<file path="config.mk">
export PLATFORM = sky130hd
export DESIGN_NAME = microwave_controller
export DESIGN_NICKNAME = d
export VERILOG_FILES = /design/src/rtl/microwave_controller.sv
export SDC_FILE = /design/constraint.sdc
export NUM_CORES = 1
export LEC_CHECK = 0
export CORE_ASPECT_RATIO = 1.5
export CORE_UTILIZATION = 50
export DETAILED_ROUTE_END_ITERATION = 16
export PLACE_DENSITY = 0.79
export SLEW_MARGIN = 25
export SYNTH_ARGS = -nofsm -noshare
export SYNTH_HDL_FRONTEND = slang
export SYNTH_SLANG_ARGS = --single-unit
</file>
<file path="constraint.sdc">
create_clock -name clk -period 2.17 [get_ports clk]
set_input_delay 0.5425 -clock clk [delete_from_list [all_inputs] [get_ports clk]]
set_output_delay 0.5425 -clock clk [all_outputs]
set_load 0.005 [all_outputs]
</file>
<file path="src/rtl/microwave_controller.sv">
// Microwave oven sequencer: keypad entry, cook/pause/done control of an external
// BCD countdown timer, magnetron enable and done beeper. All outputs are registered.
module microwave_controller #(
  parameter int unsigned CLK_DIV    = 100,
  parameter int unsigned BEEP_TICKS = 3
) (
  input  logic       clk,
  input  logic       clear_n,
  input  logic       start_btn,
  input  logic       stop_btn,
  input  logic       cancel_btn,
  input  logic       door_closed,
  input  logic       key_valid,
  input  logic [3:0] key_digit,
  input  logic       timer_zero,
  output logic       timer_load,
  output logic [3:0] timer_digit,
  output logic       timer_clear,
  output logic       timer_stop,
  output logic       mag_on,
  output logic       beep,
  output logic [2:0] state
);

  typedef enum logic [2:0] {
    StIdle  = 3'd0,
    StEntry = 3'd1,
    StCook  = 3'd2,
    StPause = 3'd3,
    StDone  = 3'd4
  } state_e;

  localparam logic [15:0] PrescMax = 16'(CLK_DIV - 1);
  localparam logic [3:0]  BeepMax  = 4'(BEEP_TICKS - 1);

  state_e      state_q, state_d;
  logic [1:0]  count_q, count_d;
  logic [15:0] presc_q, presc_d;
  logic [3:0]  beep_cnt_q, beep_cnt_d;

  logic        start_prev_q, stop_prev_q, cancel_prev_q, key_prev_q, door_prev_q;

  logic        load_q, load_d;
  logic [3:0]  digit_q, digit_d;
  logic        clear_q, clear_d;
  logic        tstop_q, tstop_d;
  logic        mag_q, mag_d;
  logic        beep_q, beep_d;

  logic        start_rise, stop_rise, cancel_rise, key_rise, door_fall;

  assign start_rise  = start_btn & ~start_prev_q;
  assign stop_rise   = stop_btn & ~stop_prev_q;
  assign cancel_rise = cancel_btn & ~cancel_prev_q;
  assign key_rise    = key_valid & ~key_prev_q;
  assign door_fall   = ~door_closed & door_prev_q;

  always_ff @(posedge clk or negedge clear_n) begin
    if (!clear_n) begin
      state_q       <= StIdle;
      count_q       <= 2'd0;
      presc_q       <= 16'd0;
      beep_cnt_q    <= 4'd0;
      start_prev_q  <= 1'b0;
      stop_prev_q   <= 1'b0;
      cancel_prev_q <= 1'b0;
      key_prev_q    <= 1'b0;
      door_prev_q   <= 1'b0;
      load_q        <= 1'b0;
      digit_q       <= 4'd0;
      clear_q       <= 1'b0;
      tstop_q       <= 1'b1;
      mag_q         <= 1'b0;
      beep_q        <= 1'b0;
    end else begin
      state_q       <= state_d;
      count_q       <= count_d;
      presc_q       <= presc_d;
      beep_cnt_q    <= beep_cnt_d;
      start_prev_q  <= start_btn;
      stop_prev_q   <= stop_btn;
      cancel_prev_q <= cancel_btn;
      key_prev_q    <= key_valid;
      door_prev_q   <= door_closed;
      load_q        <= load_d;
      digit_q       <= digit_d;
      clear_q       <= clear_d;
      tstop_q       <= tstop_d;
      mag_q         <= mag_d;
      beep_q        <= beep_d;
    end
  end

  always_comb begin
    state_d    = state_q;
    count_d    = count_q;
    presc_d    = presc_q;
    beep_cnt_d = beep_cnt_q;
    load_d     = 1'b0;
    digit_d    = 4'd0;
    clear_d    = 1'b0;
    tstop_d    = 1'b1;

    case (state_q)
      StIdle, StEntry: begin
        if (cancel_rise) begin
          clear_d = 1'b1;
          count_d = 2'd0;
          state_d = StIdle;
        end else if (!(door_fall || stop_rise)) begin
          // A start edge takes priority over a key edge even when it is refused.
          if (start_rise) begin
            if (door_closed && !timer_zero) begin
              state_d = StCook;
              presc_d = 16'd0;
            end
          end else if (key_rise && (key_digit <= 4'd9) && (count_q < 2'd3)) begin
            load_d  = 1'b1;
            digit_d = key_digit;
            count_d = count_q + 2'd1;
            state_d = StEntry;
          end
        end
      end

      StCook: begin
        if (cancel_rise) begin
          clear_d = 1'b1;
          count_d = 2'd0;
          state_d = StIdle;
        end else if (door_fall || stop_rise) begin
          state_d = StPause;
        end else if (timer_zero) begin
          state_d    = StDone;
          presc_d    = 16'd0;
          beep_cnt_d = 4'd0;
        end else if (presc_q == PrescMax) begin
          presc_d = 16'd0;
          tstop_d = 1'b0;
        end else begin
          presc_d = presc_q + 16'd1;
        end
      end

      StPause: begin
        if (cancel_rise) begin
          clear_d = 1'b1;
          count_d = 2'd0;
          state_d = StIdle;
        end else if (start_rise && door_closed) begin
          state_d = StCook;
        end
      end

      StDone: begin
        if (cancel_rise || door_fall) begin
          count_d = 2'd0;
          state_d = StIdle;
        end else if (presc_q == PrescMax) begin
          presc_d = 16'd0;
          if (beep_cnt_q == BeepMax) begin
            beep_cnt_d = 4'd0;
            count_d    = 2'd0;
            state_d    = StIdle;
          end else begin
            beep_cnt_d = beep_cnt_q + 4'd1;
          end
        end else begin
          presc_d = presc_q + 16'd1;
        end
      end

      default: state_d = StIdle;
    endcase

    mag_d  = (state_d == StCook);
    beep_d = (state_d == StDone);
  end

  assign timer_load  = load_q;
  assign timer_digit = digit_q;
  assign timer_clear = clear_q;
  assign timer_stop  = tstop_q;
  assign mag_on      = mag_q;
  assign beep        = beep_q;
  assign state       = state_q;

endmodule

</file>
==> flow_results.org, run 1 <==
** STA
- Setup violations remaining at the end of the flow were counted as 0.
- Setup repair after global routing left no endpoint under its margin.
- The number of hold violations in the final report is 0.
- On the final layout, the worst clock skew is around 0.0096 ns.
- Fin worst setup slack :: roughly 0.021 ns
- Of the available clock period, the critical path in the final layout requires between 90% and 100%.
- Number of pins with negative max-slew slack in the final report :: 0
- The worst pin sits at a relative slew slack of approximately three fifths.
- For the final routed database, the setup TNS stands at 0 ns.
- The worst path in the final design needs a cycle of about 2.1 ns, including I/O delays and setup.
- On the final layout, the worst hold slack is 0.2964 ns.
- Worst-margin pin slew :: around 0.6 ns
- Derived from the worst setup path, the maximum achievable clock frequency is around 470 MHz.

** Global route
- Wire length of the first global-routing pass :: 8114 um
- Entering global routing, the biggest net connects 40 pins.
- Across every metal layer, demand over resource in global routing totals 26.00%.
- The initial antenna violation count came to 0.
- Global route overflow :: 0
- The via count of the first global-routing pass is around 1,900.

** Placement
- Routability-driven placement finished with a final weighted congestion of 0.9011.
- Detail Placement HPWL :: 3512 um
- At the placement stage, the worst setup path has a slack of -0.3267 ns.
- Placement Cell Area :: 0.002526 mm2
- Input and output buffers added on the ports amount to 23.

** Drt
- Dividing the detail-routed wire length by the instance count gives 15.98 um.
- Antenna-violating nets left :: 0
- For this run, design rule violations remaining after detail routing come to 0.
- Total wire length :: 4987 um
- For this run, the detailed router's first-pass iteration total came to 4.
- Drt initial violations :: 64
- Total via count after detailed routing :: about 1,900
- Via density :: 6.138

** CTS
- Sinks on Clock Net :: 39
- Clk root buf :: clkbuf_8
- TritonCTS built the clock tree.
- Maximum clock insertion buffer count :: 2
- Clock tree synthesis inserted a total of 5 buffers.
- After clock tree synthesis, the clock-pin slew on the worst setup and hold paths is 0.08 ns.
- The later pin in the worst-skew pair is clocked with a latency of 0.29 ns.
- Count of H-tree levels built during CTS :: 2

** Logic synthesis
- Number of distinct library cell variants in the gate-level netlist after synthesis :: 47
- The mapped netlist covers 0.002046 mm2.
- In this run the mean area of a mapped cell was 9.788 um2.
- When the netlist entered floorplanning its net count stood at 225.
- Commonest register cell after synthesis :: dfrtp_1
- Number of enable-type register cells in the synthesized netlist :: 0
- Syn Inst Count :: 209
- Counting flops with an async set or reset pin after synthesis yields a share of 100.0%.
- Of the synthesized area, sequential elements account for 47.77%.
- Syn. warnings :: 0
- Yosys reg bits :: 39

** Run status
- Result of the run :: completed

** Worst setup path
- Setup crit end kind :: register
- R2r worst-path depth :: 6
- Along the worst path, the maximum fanout reaches 5.
- STA classifies the critical path startpoint as an input port.
- Crit path buffers/inverters :: 2
- Slowest-stage cell, CP :: or4_1
- The critical path runs through a total of 7 cells.
- Data arrival time of the critical path :: 2.37 ns
- At the worst endpoint, the required time is about 2.4 ns.
- Crit path max-delay family :: simple AND/OR/NAND/NOR gates
- Peak per-stage delay on the critical path :: 0.50 ns
- Traced cell by cell, the critical path runs through clkdlybuf4s50_1, nor2b_2, o31a_1, a2bb2oi_2, buf_4, or4_1, nand3_1.
- Crit Path Class :: input port to register

** Die
- The die is 80.34 um tall.
- In this run the count of I/O pins placed on the die edge is 24.
- Std-Cell Core Area :: 0.003924 mm2
- In this run the core area contains 28 standard-cell rows.
- Horiz. Die Dim :: ~54 um
- For this configuration, the core starts out at a cell density of 52.14%.
- The die covers 0.004356 mm2.

** Power and ir drop
- Sequential cells burn 44.6% of the power.
- Clock Power Share :: between 30% and 40%
- Combinational logic burns 16.0% of the power.
- Net switching is 24.68% of the power.
- Across the VDD grid, the largest voltage drop is 0.0004942 V.
- Dividing total power by cell area gives a power density of 683.4 mW/mm2.
- Summed over all nets, the switching power comes to 453.0 uW.
- Leakage :: 1.195 nW
- Internal power comes to 1.382 mW.

** Final layout
- Share of the core filled with cells in the final layout :: 68.43%
- Of the cells placed in the final design, the portion with a size suffix greater than 1 is 20.22%.
- From synthesis to final layout, the design area changed by 31.25%.
- Non-Filler Cell Area, Final :: 0.002685 mm2
- The net count of the finished layout is 282.
- The number of antenna diodes in the final layout is 0.

** Flow run
- Max capacitance violation total :: 0

** Min path
- The tightest min-delay check is of the input port to asynchronous set/reset pin type.
==> repair_timing <==
item                                    in CTS  in global routing
cloned                                       0                  0
gates resized for setup                      2                  2
pin swaps                                    0                  1
buffers inserted                             0                  1
endpoints found under the setup margin       6                  3
hold buffers                                 0                  0
==> sequential cells by signal (all words and copies together) (netlist names), 2 cells and up <==
name and count:
count_q 2, state 3, presc_q 16, timer_digit 4, beep_cnt_q 4
==> kinds of logic (layout without fill, tap and decap cells) <==
logic type | after synthesis | in the layout | synth area share (%)
AO/OA/AOI/OAI | 47 | 47 | 15.66
multiplexers | 2 | 2 | 1.040
flip-flops | 39 | 39 | 47.77
buffers and inverters | 12 | 70 | 3.303
AND/OR/NAND/NOR | 105 | 105 | 29.79
adder cells (fa/ha/maj) | 4 | 4 | 2.447
==> power by group through the flow <==
stage | clock [mW] | combinational (mW) | sequential [mW]
2_1_floorplan | 0 | 0.150 | 0.823
3_3_place_gp | 0 | 0.278 | 0.828
3_5_place_dp | 0 | 0.286 | 0.833
4_1_cts | 0.730 | 0.290 | 0.819
5_1_grt | 0.768 | 0.327 | 0.827
6_report | 0.723 | 0.293 | 0.819
==> worst paths after layout <==
kind                                   startpoint                        to  slack [ns]
min in group clk           count_q[0]$_DFFE_PN0P_    count_q[0]$_DFFE_PN0P_        0.48
min                                       clear_n  timer_digit[0]$_DFF_PN0_        0.30
max                                      stop_btn    presc_q[4]$_DFFE_PN0P_        0.02
max in group asynchronous                 clear_n      timer_stop$_DFF_PN1_        1.51
max reg2reg                presc_q[0]$_DFFE_PN0P_    presc_q[4]$_DFFE_PN0P_        0.09
min reg2reg                count_q[0]$_DFFE_PN0P_    count_q[0]$_DFFE_PN0P_        0.48
==> layout make-up <==
cell class | count | area [um2]
sequential | 39 | 977.2
multi-input combinational | 158 | 1020
inverter | 5 | 18.77
timing repair buffer | 57 | 480.5
tap | 45 | 56.30
clock inverter | 2 | 60.06
clock buffer | 6 | 72.57
fill | 319 | 1239
==> cell usage after synthesis (3+ instances only) <==
master	n	area [um2]
a22o_1	6	52.55
nand4_1	5	31.28
nor3b_1	3	22.52
and2_1	5	31.28
nand3_1	10	50.05
nand2b_1	8	50.05
nor4_1	5	31.28
nor3_1	12	60.06
o21ai_0	18	90.09
dfrtp_1	38	950.9
a21oi_1	5	25.02
and3_1	3	18.77
a211oi_1	3	22.52
nor2b_1	4	25.02
nor2_1	18	67.56
nor4b_1	5	43.79
ha_1	4	50.05
nand2_1	15	56.30
inv_1	5	18.77
==> routing by layer <==
layer / share of wire, % / vias to the layer above / GRT usage [%]
met5: 0 / - / 0
met4: 3.7 / 0 / 14.87
met3: 4.4 / 16 / 5.492
met2: 55 / 62 / 46.59
met1: 37 / 946 / 26.02
li1: - / 891 / -
==> placed cells by master, fill, tap and decap left out, drive strengths merged, types with 8 or more instances in the layout <==
cell and count:
nor3 12, nand2b 8, nand3 10, clkdlybuf4s50 22
nor2 18, buf 35, nand2 15, dfrtp 38
o21ai 19
==> metrics by stage <==
stage	instances	power, mW
CTS	311	1.839
detailed placement	303	1.119
global route	312	1.921
floorplan	209	0.9723
finish	312	1.835
global placement	303	1.106
Power figures use the tool's default switching activity.
==> run 2, diff against run 1 <==
ABC_AREA = 1   (was not set)
CELL_PAD_IN_SITES_DETAIL_PLACEMENT = 0   (was not set)
CELL_PAD_IN_SITES_GLOBAL_PLACEMENT = 2   (was not set)
CORE_UTILIZATION = 29   (was 50)
==> run 2 against run 1 <==
Against the previous run: synthesized cell count is 51% higher; hold slack better by 0.0095 ns; utilization is 30 points lower; global-route usage is 9.8 points lower; highest routed layer unchanged; clock skew is 0.0052 ns lower; combinational power is 130% higher; critical path type is now register to output pin; clock power is 20% higher; first-iteration DRC count is 4.7% higher; sequential share of layout area is 3.1 points lower.
==> flow_results.org, run 2 <==
** Logic synthesis
- Fraction of the mapped netlist area in compound gates :: 7.216%
- Counting every net in the synthesized netlist gives 332.
- In this run the cell area of the synthesized design comes to 0.002306 mm2.
- In the synthesized netlist, mux cells make up 0% of the area.
- The Yosys step of the flow raised 0 warnings.
- Sorting the synthesized cells by how often they occur yields 80 x nand2_1, 52 x nor2_1, 42 x inv_1, 38 x dfrtp_1, 27 x nand3_1.
- Number of enable-type register cells in the synthesized netlist :: 0
- Yosys reg bits :: 39
- By area the synthesized netlist is led by dfrtp_1 41%, nand2_1 13%, nor2_1 8.5%, inv_1 6.8%, nand3_1 5.9%.
- Fraction of registers with async set/reset :: 100.0%
- Post-Synth Simple-Gate Area :: 38.04%
- Of the total synthesized cell area, the portion taken by full adders, half adders and majority gates is under 10%.
- Fraction of synthesized cell area in xor and xnor cells :: 0.7596%
- Summed over all instances, the cell type with the most area after synthesis is dfrtp_1.
- By area, the combinational part of the netlist is dominated by simple AND/OR/NAND/NOR gates.
- Commonest register cell after synthesis :: dfrtp_1
- Number of distinct library cell variants in the gate-level netlist after synthesis :: 31
- Area share of the leading cell type in the synthesized netlist :: 41.24%
- Syn Inst Count :: 316
- Mean cell area of the mapped netlist :: 7.297 um2
- Most numerous cell in the Yosys netlist :: nand2_1
- Sequential cell area fraction in the yosys report :: between 40 and 50%

** Drt
- Number of iterations in the first detailed-routing pass :: 4
- Number of remaining DRC errors :: 0
- Dividing the detail-routed wire length by the instance count gives 13.25 um.
- In this run the remaining antenna-violating nets after routing total 0.
- Total via count after detailed routing :: 2,128
- Drt initial violations :: 67
- After detailed routing, the number of vias per cell comes to 4.616.
- The final layout contains routed wiring with a total length of 6110 um.

** Die
- The die covers 0.008320 mm2.
- Height of the die :: 111.2 um
- Row count :: 39
- Horiz. Die Dim :: 74.81 um
- The core region is 0.007661 mm2.
- 24 I/O pins were placed.
- Starting density of the core :: 30.10%

** Final layout
- Leaving out fill and tap cells, the most frequent cell in the layout is nand2_1.
- In the final layout, the multi-input gates occupy ~0.0011 mm2.
- Most flop-heavy register :: presc_q
- The register with the most flip-flops in the layout has 16 of them.
- The finished layout holds about 460 standard cells, fillers aside.
- Seq. cell area :: approximately 980 um2
- Share of final-layout standard cells stronger than drive strength 1 :: 13.37%
- Synth-to-layout area growth :: 27.46%
- Number of fill cells in the layout :: 840
- The library cells used most frequently in the layout, excluding fill and tap cells, are 80 x nand2_1, 52 x nor2_1, 42 x inv_1.
- In the final design database the tool counted approximately 370 nets.
- The number of antenna diodes in the final layout is 0.

** Worst setup path
- Data arrival time of the critical path :: roughly 1.5 ns
- Peak per-stage delay on the critical path :: 0.61 ns
- Crit path max-delay family :: flip-flops
- STA classifies the critical path endpoint as an output pin.
- The signal on the critical path passes through clkdlybuf4s50_1.
- Crit Path Class :: register to output pin
- Critical Path Fanout Max :: 9
- Crit path buffers/inverters :: 1
- The slowest stage of the critical path belongs to the cell dfrtp_1.
- The worst setup path is launched from a register.
- STA puts the critical path data required time at 1.63 ns.

** STA
- Final setup violation count :: 0
- Crit path time final :: roughly 2.0 ns
- Fin worst setup slack :: 0.1486 ns
- In this run the tightest slew margin relative to its limit is 65.33%.
- For the final database, setup skew stands at approximately 0.0044 ns.
- Setup repair after global routing left no endpoint under its margin.
- Part of the cycle the worst path needs :: between 90% and 100%
- Number of pins with negative max-slew slack in the final report :: 0
- For the pin with the worst max-slew slack, the measured transition is 0.5200 ns.
- The number of hold violations in the final report is 0.
- On the final layout, the worst hold slack is 0.3059 ns.
- Timing would allow up to 494.7 MHz.

** CTS
- Sinks on Clock Net :: 39
- TritonCTS built the clock tree.
- Cts bufs inserted :: 5
- The longest clock path from root to sink contains 2 buffers.
- Hold buffers post-CTS :: 0
- CTS placed an instance of clkbuf_16 at the clock tree root.
- Total setup buffers inserted after CTS :: 0
- Clock-pin slew was measured on the worst setup and hold paths at 0.06 ns.
- For the worst-skew pair, the clock arrives at the later sink with an insertion delay of 0.28 ns.
- The clock tree synthesis step divided the H-tree into 2 levels.
- Count of cells resized by post-cts repair :: 0

** Placement
- Cell Count Post-Placement :: 453
- Minimum setup slack after placement :: -0.03091 ns
- Port buffer count :: 23
- Detailed placement finished with a half-perimeter wire length of 4793 um.
- Placer's final routability congestion estimate :: 0.8144

** Global route
- The via count of the first global-routing pass was about 2,200.
- Global route overflow :: 0
- Antenna violations before repair :: 0
- Total GRT Usage :: 16.21%
- Entering global routing, the biggest net connects 40 pins.
- The first global-routing pass estimated 9984 um of wire.

** Flow run
- Across the run, the number of max-cap violations was 0.

** Run status
- Result of the run :: completed

** Power and ir drop
- Total power per unit cell area :: approximately 830 mW/mm2
- Maximum ir drop on the vdd rail :: 0.0002884 V
- Leakage :: 1.451 nW

** Min path
- The min-delay analysis places its worst path in the category input port to asynchronous set/reset pin.
-- run 2: changes by cell type after synthesis, sizes merged, moves of 3 or more --
| cell | delta |
|---|---|
| nand2 | +73 |
| inv | +42 |
| nor2 | +37 |
| nand3 | +18 |
| nor3 | -9 |
| nand2b | -8 |
| a22o | -6 |
| nand4 | +6 |
| nor4b | -6 |
| and2 | -5 |
| nor2b | -4 |
| a211oi | -3 |
| and3 | -3 |
| nor4 | -3 |
-- run 2: per-stage QoR --
stage               setup TNS (ns)  utilization (%)  area (um2)  power [mW]
detailed placement        -0.09878            36.09        2765       1.586
finish                           0            38.36        2939       2.432
global placement                 0            36.09        2765       1.587
CTS                              0            38.36        2939       2.469
floorplan                        0                -        2306       1.308
global route                     0            38.36        2939       2.585
-- run 2: path summary, 6_finish.rpt --
check,start,endpoint,slack [ns],cells past startpoint
worst max-delay path,state[1]$_DFF_PN0_,state[1],0.15,1
worst min-delay path,clear_n,timer_digit[3]$_DFF_PN0_,0.31,2
worst max register to register,presc_q[0]$_DFFE_PN0P_,presc_q[8]$_DFFE_PN0P_,0.42,9
worst min register to register,count_q[1]$_DFFE_PN0P_,count_q[1]$_DFFE_PN0P_,0.49,2
max in group asynchronous,clear_n,timer_stop$_DFF_PN1_,1.48,2
min in group clk,count_q[1]$_DFFE_PN0P_,count_q[1]$_DFFE_PN0P_,0.49,2
-- run 2: power breakdown --
part	total, mW	leakage (nW)	switching (mW)	internal, mW
Sequential	0.882	0.523	0.0827	0.799
Combinational	0.683	0.840	0.399	0.284
Clock	0.866	0.0868	0.295	0.572
Total	2.43	1.45	0.777	1.66
-- run 2: cell families (layout without fill, tap and decap cells) --
family,after synthesis,count (layout)
DFF,39,39
and+or+nand+nor,193,193
AOI/OAI and AO/OA,27,27
xor gates and xnor gates,2,2
buffers and inverters,51,94
adders and majority gates,4,4
-- run 2: area by class of cell --
cell class              instances  area share, %
clock inverters                 2          1.192
repair buffers                 39          12.60
inverters                      47          6.088
well taps                     102          4.342
flip-flops and latches         39          33.25
clock buffers                   6          4.725
multi-input cells             226          37.80
-- run 2: metal layers --
layer	global-route usage [%]	routed length, um
met5	0	0
met4	9.560	272
met3	3.000	163
met2	30.63	3385
met1	15.16	2289
==> run 3, diff against run 2 <==
CORE_UTILIZATION = 35   (was 29)
PLACE_DENSITY = 0.89   (was 0.79)
clock period = 2.42 ns   (was 2.17 ns; I/O delays follow)
==> run 3 against run 2 <==
Against the previous run: clock power fell by 50%; routed wire length is 5.2% lower; worst setup slack improved by 0.21 ns; critical endpoint unchanged; total power down 27%; flip-flop and latch count is the same; count of clock-buffer cells in the layout increased by 1; critical path depth did not move; hold slack lost 0.15 ns; sequential power is 10% lower; sequential share of layout area increased by 2.8 points; via count fell by 3.7%; critical path type unchanged.
==> flow_results.org, run 3 (synthesized netlist as in run 2, its figures left out) <==
** Global route
- Antenna violations before repair :: 0
- Number of global-route vias before repair :: about 2,000
- Total GRT Usage :: 19.01%
- Wire length of the first global-routing pass :: around 9500 um
- Global route overflow :: 0
- Entering global routing, the biggest net connects 17 pins.

** Die
- The core region is 0.006262 mm2.
- Height of the die :: about 100 um
- Horiz. Die Dim :: 68.28 um
- The die covers 0.006924 mm2.
- For this configuration, the core starts out at a cell density of roughly 37%.
- I/O pin count :: 24
- Row count :: 35

** CTS
- The tree built by TritonCTS fans out to 39 sinks.
- Count of cells resized by post-cts repair :: 0
- The number of hold buffers added after CTS was 0.
- TritonCTS created 5 clock buffers.
- Clk root buf :: clkbuf_8
- Clk_lat worst skew :: 0.29 ns
- Clock-pin slew was measured on the worst setup and hold paths at 0.07 ns.
- Total setup buffers inserted after CTS :: 0
- Maximum clock insertion buffer count :: 2
- TritonCTS built the clock tree.
- CTS built an H-tree with a depth of 2.

** Worst setup path
- STA puts the critical path data required time at 1.81 ns.
- The worst setup path is of the register to output pin kind.
- Crit path buffers/inverters :: 1
- The startpoint identified for the worst register-to-register timing path is state[1]$_DFF_PN0_.
- Crit path max-delay family :: flip-flops
- Peak per-stage delay on the critical path :: 0.59 ns
- In this run the worst path has a maximum fanout of 9.
- Slowest-stage cell, CP :: dfrtp_1
- Register-to-Register Setup Slack :: 0.58 ns
- STA classifies the critical path endpoint as an output pin.
- Crit start category :: register
- The signal on the critical path passes through clkdlybuf4s50_1.
- Critical path origin :: state[1]$_DFF_PN0_
- Data arrival time of the critical path :: 1.46 ns

** Final layout
- In the final layout, the multi-input gates occupy 0.001111 mm2.
- Most flop-heavy register :: presc_q
- After routing the design area is 0.002711 mm2.
- Across the whole layout, storage elements account for 977.2 um2.
- Most common cell after layout, fill and taps aside :: nand2_1
- Synth-to-layout area growth :: 17.58%
- Cells with a size suffix above 1 make up 10.32% of the layout.
- Max FFs per register :: 16
- Non-filler cells, final :: 423
- The final layout contains approximately 360 nets.
- Number of fill cells in the layout :: 678
- Highest-count cells in the layout ignoring fill and taps :: 80 x nand2_1, 52 x nor2_1, 42 x inv_1
- The number of antenna diodes in the final layout is 0.

** STA
- Setup slack closes at roughly 0.36 ns.
- Of the available clock period, the critical path in the final layout requires 85.15%.
- Hold timing on the final database bottoms out at a slack of 0.1552 ns.
- Setup repair after global routing missed its margin :: no
- Across the routed clock network, the largest skew measured is 0.005821 ns.
- The max-slew violation total from the final report was 0.
- Setup violations remaining at the end of the flow were counted as 0.
- Final hold viol count :: 0
- Measured against its own limit, the worst slew margin works out to between 70% and 80%.
- Max Fclk :: 485.3 MHz
- In the final timing run, aggregate negative setup slack is 0 ns.
- Worst-margin pin slew :: 0.4015 ns
- The worst path needs 2.061 ns of the cycle, external delays included.

** Power and ir drop
- Maximum ir drop on the vdd rail :: between 0.0004 and 0.0005 V
- Leakage :: roughly 1.3 nW
- Total power per unit cell area :: 650.8 mW/mm2

** Placement
- Cell Count Post-Placement :: 415
- Placer's final routability congestion estimate :: ~0.87
- Before CTS, the worst setup slack after placement is between 0.08 and 0.09 ns.
- Port buffer count :: 23
- The HPWL after detailed placement is 4598 um.
- Placement Cell Area :: 0.002630 mm2

** Drt
- Routed wirelength normalized by instance count :: ~14 um
- In this run, the number of DRC markers left after iteration 0 of detailed routing was ~130.
- Number of remaining DRC errors :: 0
- In this run the remaining antenna-violating nets after routing total 0.
- For this block, the routed nets add up to just under 6000 um of wire.
- Via density :: roughly 4.8
- The first TritonRoute pass finished after 4 iterations.
- Total via count after detailed routing :: 2,050

** Flow run
- The tool flagged a number of max-cap violations equal to 0.

** Min path
- The min-delay analysis places its worst path in the category input port to asynchronous set/reset pin.

** Run status
- The flow ran to the end, and the final reports show no timing, DRC or antenna violations.
-- run 3: cell types whose count changed in the layout (fill, tap and decap cells not counted) --
cell and delta:
buf_12 -2, buf_4 -8, bufinv_16 -1, clkbuf_1 +2, clkbuf_16 -5, clkbuf_8 +4
-- run 3: path summary, 6_finish.rpt --
path / depth (start not counted) / to
worst max-delay path: 1 / state[1]
worst min-delay path: 1 / timer_load$_DFF_PN0_
worst max register to register: 10 / presc_q[2]$_DFFE_PN0P_
worst min register to register: 2 / count_q[1]$_DFFE_PN0P_
max in group asynchronous: 2 / timer_stop$_DFF_PN1_
min in group clk: 2 / count_q[1]$_DFFE_PN0P_
-- run 3: final cells by class --
class                           count  area share (%)
Timing Repair Buffer               29           9.968
Clock buffer                        7           2.815
Clock inverter                      1          0.1846
Inverter                           47           6.599
Tap cell                           74           3.415
Sequential cell                    39           36.04
Multi-Input combinational cell    226           40.98
-- run 3: through the flow --
step	total power, mW	util (%)
finish	1.764	43.30
global route	1.892	43.30
CTS	1.789	43.30
detailed placement	1.349	42.00
global placement	1.344	42.00
floorplan	1.173	-
-- run 3: per-layer routing --
metal,wire length [um],GRT usage (%)
met1,2366,20.18
met2,3039,34.09
met3,162,3.266
met4,223,10.58
met5,0,0
-- run 3: where the power goes --
group	internal (mW)	total, mW	switching (mW)
clock network	0.203	0.435	0.232
registers	0.715	0.790	0.0746
logic	0.203	0.540	0.337
total	1.12	1.76	0.644
